==> config.mk <==
export PLATFORM = sky130hd
export DESIGN_NAME = ghash_serial_core
export DESIGN_NICKNAME = d
export VERILOG_FILES = /design/src/rtl/ghash_serial_core.sv
export SDC_FILE = /design/constraint.sdc
export NUM_CORES = 2
export LEC_CHECK = 0
export CORE_ASPECT_RATIO = 0.9
export CORE_UTILIZATION = 59
export DETAILED_ROUTE_END_ITERATION = 12
export PLACE_DENSITY_LB_ADDON = 0.12
export REMOVE_ABC_BUFFERS = 1
export SYNTH_ARGS = -nofsm -noshare
export SYNTH_HDL_FRONTEND = slang
export SYNTH_SLANG_ARGS = --single-unit
export TNS_END_PERCENT = 5
==> constraint.sdc <==
create_clock -name clk -period 36.8 [get_ports clk]
set_input_delay 5.52 -clock clk [delete_from_list [all_inputs] [get_ports clk]]
set_output_delay 5.52 -clock clk [all_outputs]
set_load 0.01 [all_outputs]
==> src/rtl/ghash_serial_core.sv <==
// ghash_serial_core: iterative GF(2^128) GHASH engine for AES-GCM.
// Shift-and-add multiplier, BITS_PER_CYCLE multiplier bits per clock.
module ghash_serial_core #(
    parameter int BITS_PER_CYCLE = 1
) (
    input  logic         clk,
    input  logic         reset,
    input  logic         start,
    input  logic [127:0] hash_key_H,
    input  logic [127:0] data_in,
    input  logic         data_valid,
    input  logic         finalize,
    input  logic [63:0]  ad_bits,
    input  logic [63:0]  ct_bits,
    output logic         ready,
    output logic         done,
    output logic [127:0] hash_out
);
    localparam int MUL_CYCLES = 128 / BITS_PER_CYCLE;
    localparam int CW = $clog2(MUL_CYCLES + 1);
    localparam logic [CW-1:0] LAST = CW'(MUL_CYCLES - 1);
    localparam logic [127:0] R = {8'he1, 120'd0};

    typedef enum logic [1:0] {
        IDLE,
        BUSY,
        FINAL,
        DONE
    } state_t;

    state_t         state;
    logic [127:0]   h;
    logic [127:0]   acc;
    logic [127:0]   x;
    logic [127:0]   z;
    logic [127:0]   v;
    logic [CW-1:0]  cnt;
    logic [127:0]   x_n;
    logic [127:0]   z_n;
    logic [127:0]   v_n;

    assign hash_out = acc;

    // BITS_PER_CYCLE unrolled multiplier iterations (MSB of X first)
    always_comb begin
        x_n = x;
        z_n = z;
        v_n = v;
        for (int i = 0; i < BITS_PER_CYCLE; i++) begin
            if (x_n[127]) z_n = z_n ^ v_n;
            v_n = {1'b0, v_n[127:1]} ^ (v_n[0] ? R : '0);
            x_n = {x_n[126:0], 1'b0};
        end
    end

    // Control FSM and datapath registers; start aborts any multiply
    always_ff @(posedge clk or posedge reset) begin
        if (reset) begin
            state <= IDLE;
            h     <= '0;
            acc   <= '0;
            x     <= '0;
            z     <= '0;
            v     <= '0;
            cnt   <= '0;
            ready <= 1'b1;
            done  <= 1'b0;
        end else if (start) begin
            state <= IDLE;
            h     <= hash_key_H;
            acc   <= '0;
            x     <= '0;
            z     <= '0;
            v     <= '0;
            cnt   <= '0;
            ready <= 1'b1;
            done  <= 1'b0;
        end else begin
            unique case (state)
                IDLE: begin
                    if (data_valid) begin
                        x     <= acc ^ data_in;
                        z     <= '0;
                        v     <= h;
                        cnt   <= '0;
                        ready <= 1'b0;
                        state <= BUSY;
                    end else if (finalize) begin
                        x     <= acc ^ {ad_bits, ct_bits};
                        z     <= '0;
                        v     <= h;
                        cnt   <= '0;
                        ready <= 1'b0;
                        state <= FINAL;
                    end
                end
                BUSY, FINAL: begin
                    x <= x_n;
                    z <= z_n;
                    v <= v_n;
                    if (cnt == LAST) begin
                        acc <= z_n;
                        if (state == BUSY) begin
                            state <= IDLE;
                            ready <= 1'b1;
                        end else begin
                            state <= DONE;
                            done  <= 1'b1;
                        end
                    end else begin
                        cnt <= cnt + CW'(1);
                    end
                end
                DONE: begin
                end
                default: state <= IDLE;
            endcase
        end
    end
endmodule

Word-level counts from Yosys, hierarchy flattened
Cells that the tools add are included.

cells by class
  $add $sub $neg = 1
  equality and inequality tests = 8
  mux-type cells = 38
  bitwise operators = 4
  reductions and logical operators = 11

operators by type and width
  kind                                                                   number
  128-bit 2-to-1 mux                                                     14
  128-bit case mux with 2 select lines                                   3
  128-bit XOR                                                            3
  127-bit by 128-bit XOR with 128-bit output                             1
  8-bit 2-to-1 mux                                                       4
  8-bit case mux with 2 select lines                                     1
  2-bit 2-to-1 mux                                                       5
  1-bit 2-to-1 mux                                                       9
  3-bit != test, second input constant                                   3
  3-bit AND reduction                                                    3
  8-bit by 1-bit adder with 8-bit output, second input constant          1
  8-bit by 7-bit equality test with 1-bit output, second input constant  1
  4-bit != test, second input constant                                   1
  2-bit case mux with 2 select lines                                     1
  2-bit AND reduction                                                    2
  4-bit AND reduction                                                    1
  2-bit nonzero test                                                     2
  3-bit nonzero test                                                     1
  2-bit by 1-bit equality test with 1-bit output, second input constant  1
  2-bit equality test, second input constant                             1
  2-bit zero test                                                        1
  2-bit != test, second input constant                                   1
  1-bit case mux with 2 select lines                                     1
  2-bit OR reduction                                                     1

word-level totals
  flip-flop bits (word level) = 652
  input port bits = 389
  output and inout bits = 130
  word-level logic and storage cells = 71

Depth between registers and ports, before layout
  depth after elaboration = 5
  gate-level depth with buffers = 10
  gate-level depth less buffers = 6

Worst setup path after synthesis
Ideal clock, no wire load.

  path type = input -> register
  start point = input data_valid
  end point = register z[10]
  library setup time = 0.128 ns
  data arrival time = 6.680 ns
  data required time = 36.672 ns
  path slack = 29.992 ns
  stages on the path = 6
  buffers on the path = 3
  cell sequence = buf_2 -> or3b_2 -> nand3_1 -> buf_4 -> buf_2 -> o31ai_1

between the ends
  longest elaborated chain between the ends = 3
  elaborated cells between the ends (all ways) = 5
  those cells by class = 1 x eq/ne; 3 x mux; 1 x reduce/logical

RTL lines
  item                                  line  RTL
  from (decl)                           11    input logic data_valid,
  128-bit 2-to-1 mux                    81    if (data_valid) begin
  128-bit case mux with 2 select lines  79    unique case (state)
  128-bit 2-to-1 mux                    68    end else if (start) begin
  to (signal assigned)                  99    z <= z_n;
  to (decl)                             35    logic [127:0] z;

Parallel ways exist; a longest one is shown, timed or not.
A chain may end at the register's enable or synchronous reset.

==> results.py <==
metrics = {
    "yosys": {
        "yosys_warnings": 0,
        "asyncSetResetFlopFracSynth": 1.00,
        "synth_simple_gate_area_frac": 0.0936,
        "synthCells": 3171,
        "synth.yosys.seq_area_share": 0.503,
        "post_synth_instance_area_um2": 32400,
        "ffs_latches_synth": 652,
        "synth_adder_area_share": 0.00116,
        "synth_top_family_by_area": "compound AO/OA/AOI/OAI gates",
        "yosysUniqueCellTypes": 39,
        "synth_enable_flop_cells": 0,
        "synth_mux_area_frac": 0.123,
        "syn-mean-instance-area_um2": 10.2,
        "dominantRegCellSynth": "sky130_fd_sc_hd__dfrtp_1",
        "synth_compound_area_frac": 0.170,
        "xor_xnor_fraction_of_synth_area": 0.0700,
    },
    "finish": {
        "finalNetCount": 3908,
        "final_core_util": 0.732,
        "most_frequent_standard_cell_in_the_layout_excluding_fill_and_tap_cells": "sky130_fd_sc_hd__dfrtp_1",
        "syn2layout_area_growth_pct": 22.6,
        "mostFrequentLayoutCells": "sky130_fd_sc_hd__dfrtp_1 (650), sky130_fd_sc_hd__clkdlybuf4s50_1 (516), sky130_fd_sc_hd__nor2_1 (392)",
        "layout.cells.non_filler": 4270,
        "post_route_cells_drive_above_1_share": 0.0763,
    },
    "hold_path": {
        "worstHoldPathCells": 1,
        "whs_endpoint": "z[103]",
        "worstHoldStart": "z[103]",
        "holdCritPathClass": "flop to flop",
    },
    "floorplanning": {
        "chipWidth_um": 249,
        "number_of_rows_in_the_core_area": 81,
        "die_h_um": 224,
        "placeableCoreArea_um2": 54300,
        "die_area_um2": 55900,
        "design.portCount": 519,
        "initial_utilization": 0.597,
    },
    "setup_path": {
        "critical_path_peak_fanout": 110,
        "worst_ep_arrival_time_ns": 9.39,
        "endpoint_kind": "asynchronous set/reset pin",
        "critical_path_required_ns": 37.34,
        "reg2reg_depth": 9,
        "startpoint_kind_of_the_worst_setup_timing_path": "primary input",
        "timing.rr.start": "state[0]",
        "regToRegSetupSlack_ns": 32.06,
        "worst_setup_path_class": "primary input to asynchronous set/reset pin",
        "worst_reg2reg_path_endpoint": "v[73]",
    },
    "power": {
        "irDropWorstVdd_mv": 0.0854,
        "clockPowerShare": 0.250,
        "power.internal_w": 0.00162,
        "netSwitchingFraction": 0.398,
        "power.share.sequential": 0.357,
        "total_leakage_power_nw": 16.7,
        "combPwrFrac": 0.393,
        "powerDensity_nw_per_um2": 67.8,
        "switchingPower_w": 0.00107,
    },
    "timing": {
        "totalNegativeSetupSlack_ns": 0,
        "grt_setup_unrepaired": "false",
        "period_share": 0.240,
        "max_freq_mhz": 113,
        "finalWorstPathRequiredPeriod_ns": 8.84,
        "final_hold_viol_count": 0,
        "final-setup-viol-count": 0,
        "worst_slew_pin_slew_ns": 1.67,
        "maxSlewViolCount": 86,
        "fin_skew_ns": 0.0251,
        "worst_slew_slack_as_a_fraction_of_its_limit": -0.114,
    },
    "route": {
        "highest-signal-layer": "met5",
        "route.detailed.vias_per_inst": 6.10,
        "initialDrtViolationCount": 2526,
        "dr.pass1.iters": 6,
        "met3_length_mm": 5.90,
        "dr_total_vias": 26100,
        "drc": 0,
        "wirelength_mm": 87.0,
        "wl_met2_mm": 42.8,
        "detail_route.wl_per_cell_um": 20.4,
        "wl_met1_mm": 35.6,
        "antenna_violating_nets_post_route": 0,
    },
    "status": {
        "run_status": "finished, violations left",
        "violations": "max-slew violations",
    },
    "clock_network": {
        "clk_transition_reported_paths_ns": 0.06,
        "cts_tree": "done",
        "max-clock-path-buffers": 3,
        "clock_latency_on_the_worst_skew_pair_ns": 0.61,
        "cts_num_sinks": 652,
        "cts_hold_buf": 0,
        "cts-root-buf": "sky130_fd_sc_hd__clkbuf_16",
        "post_cts_resize_count": 0,
        "cts_max_level": 3,
        "post_cts_buffers": 0,
        "cts_made_buffers": 67,
    },
    "grt": {
        "grt_pass1_vias": 25900,
        "overflow": 0,
        "grtUsageTotal": 0.311,
        "grt_start_max_net_pins": 248,
        "grt_antenna_before_repair": 4,
        "grt_pass1_wl_mm": 140,
    },
    "place": {
        "detailed_placement_hpwl_mm": 53.9,
        "placement.io_buffers": 518,
        "dp.cells": 4152,
        "finalWeightedCongestion": 0.828,
    },
    "job": {
        "count_of_maximum_capacitance_violations": 0,
    },
}
## final cells by class
type | instances | area, µm²
Antenna cell | 2 | 5.00
Clock buffer | 101 | 1990
Clock inverter | 15 | 163
Fill cell | 3791 | 14600
Inverter | 7 | 36.3
Multi-Input combinational cell | 2239 | 14900
Sequential cell | 652 | 16300
Tap cell | 705 | 882
Timing Repair Buffer | 549 | 5460
## per-stage QoR
step | cell area (µm²) | hold WS [ns] | setup slack (ns) | power, W
floorplan | 31200 | 0.460 | 12.85 | 0.00206
global placement | 37600 | 0.474 | 27.23 | 0.00196
detailed placement | 37600 | 0.485 | 27.13 | 0.00201
CTS | 39700 | 0.498 | 27.77 | 0.00269
global route | 39700 | 0.510 | 27.27 | 0.00285
finish | 39700 | 0.494 | 27.96 | 0.00269
## cell usage after synthesis (2+ instances only)
library cell	count	share of area
sky130_fd_sc_hd__and3_1	4	0.00077
sky130_fd_sc_hd__nor2_1	393	0.046
sky130_fd_sc_hd__o21ai_0	136	0.021
sky130_fd_sc_hd__dfrtp_1	651	0.50
sky130_fd_sc_hd__buf_2	114	0.018
sky130_fd_sc_hd__o31ai_1	130	0.030
sky130_fd_sc_hd__buf_6	2	0.00069
sky130_fd_sc_hd__inv_1	7	0.00081
sky130_fd_sc_hd__clkbuf_1	126	0.015
sky130_fd_sc_hd__xnor2_1	131	0.035
sky130_fd_sc_hd__buf_1	16	0.0019
sky130_fd_sc_hd__buf_4	15	0.0035
sky130_fd_sc_hd__a21oi_1	136	0.021
sky130_fd_sc_hd__nand3_1	4	0.00062
sky130_fd_sc_hd__a21o_1	3	0.00069
sky130_fd_sc_hd__mux2_2	128	0.044
sky130_fd_sc_hd__ha_1	3	0.0012
sky130_fd_sc_hd__a211oi_1	253	0.059
sky130_fd_sc_hd__mux2i_1	255	0.079
sky130_fd_sc_hd__a311oi_1	127	0.034
sky130_fd_sc_hd__xor2_1	128	0.035
sky130_fd_sc_hd__a31oi_1	7	0.0014
sky130_fd_sc_hd__nand2_1	384	0.044
sky130_fd_sc_hd__a2111oi_0	3	0.00081
## worst max path at each step
stage	startpoint	endpoint
after floorplan	state[0]	x[100]
after global placement	reset	x[49]
after detailed placement	reset	x[55]
after CTS	reset	hash_out[26]
after global routing	reset	hash_out[18]
final	reset	x[45]
## cell families after synthesis
logic type	count (synthesis)
XOR/XNOR	259
AND/OR/NAND/NOR	793
flip-flops	652
AO/OA/AOI/OAI	801
adder cells (fa/ha/maj)	3
buffers and inverters	280
multiplexers	383
## worst max-delay path, cell delays in order
cell	delay [ns]
sky130_fd_sc_hd__clkdlybuf4s50_1	0.49
sky130_fd_sc_hd__inv_8	0.49
sky130_fd_sc_hd__buf_4	0.83
sky130_fd_sc_hd__buf_4	0.87
sky130_fd_sc_hd__buf_4	0.97
## layer usage
layer,vias up,global-route usage
met4,6,0.107
met3,181,0.0561
met1,12900,0.417
li1,12000,-
met2,1010,0.513
met5,-,0
## state kept, by name (all words and copies together), names as in the netlist
signal / count
h: 128
hash_out: 128
v: 128
x: 128
z: 128
cnt: 8
state: 2
done: 1
ready: 1
## power by group through the flow
stage                     logic (W)  registers [W]  clock network, W
after floorplan             0.00109       0.000962                 0
after global placement      0.00100       0.000960                 0
after detailed placement    0.00104       0.000968                 0
after CTS                   0.00105       0.000958          0.000683
after global routing        0.00116       0.000976          0.000710
final                       0.00106       0.000962          0.000673
Note: power is estimated with default switching activity, not from simulation.
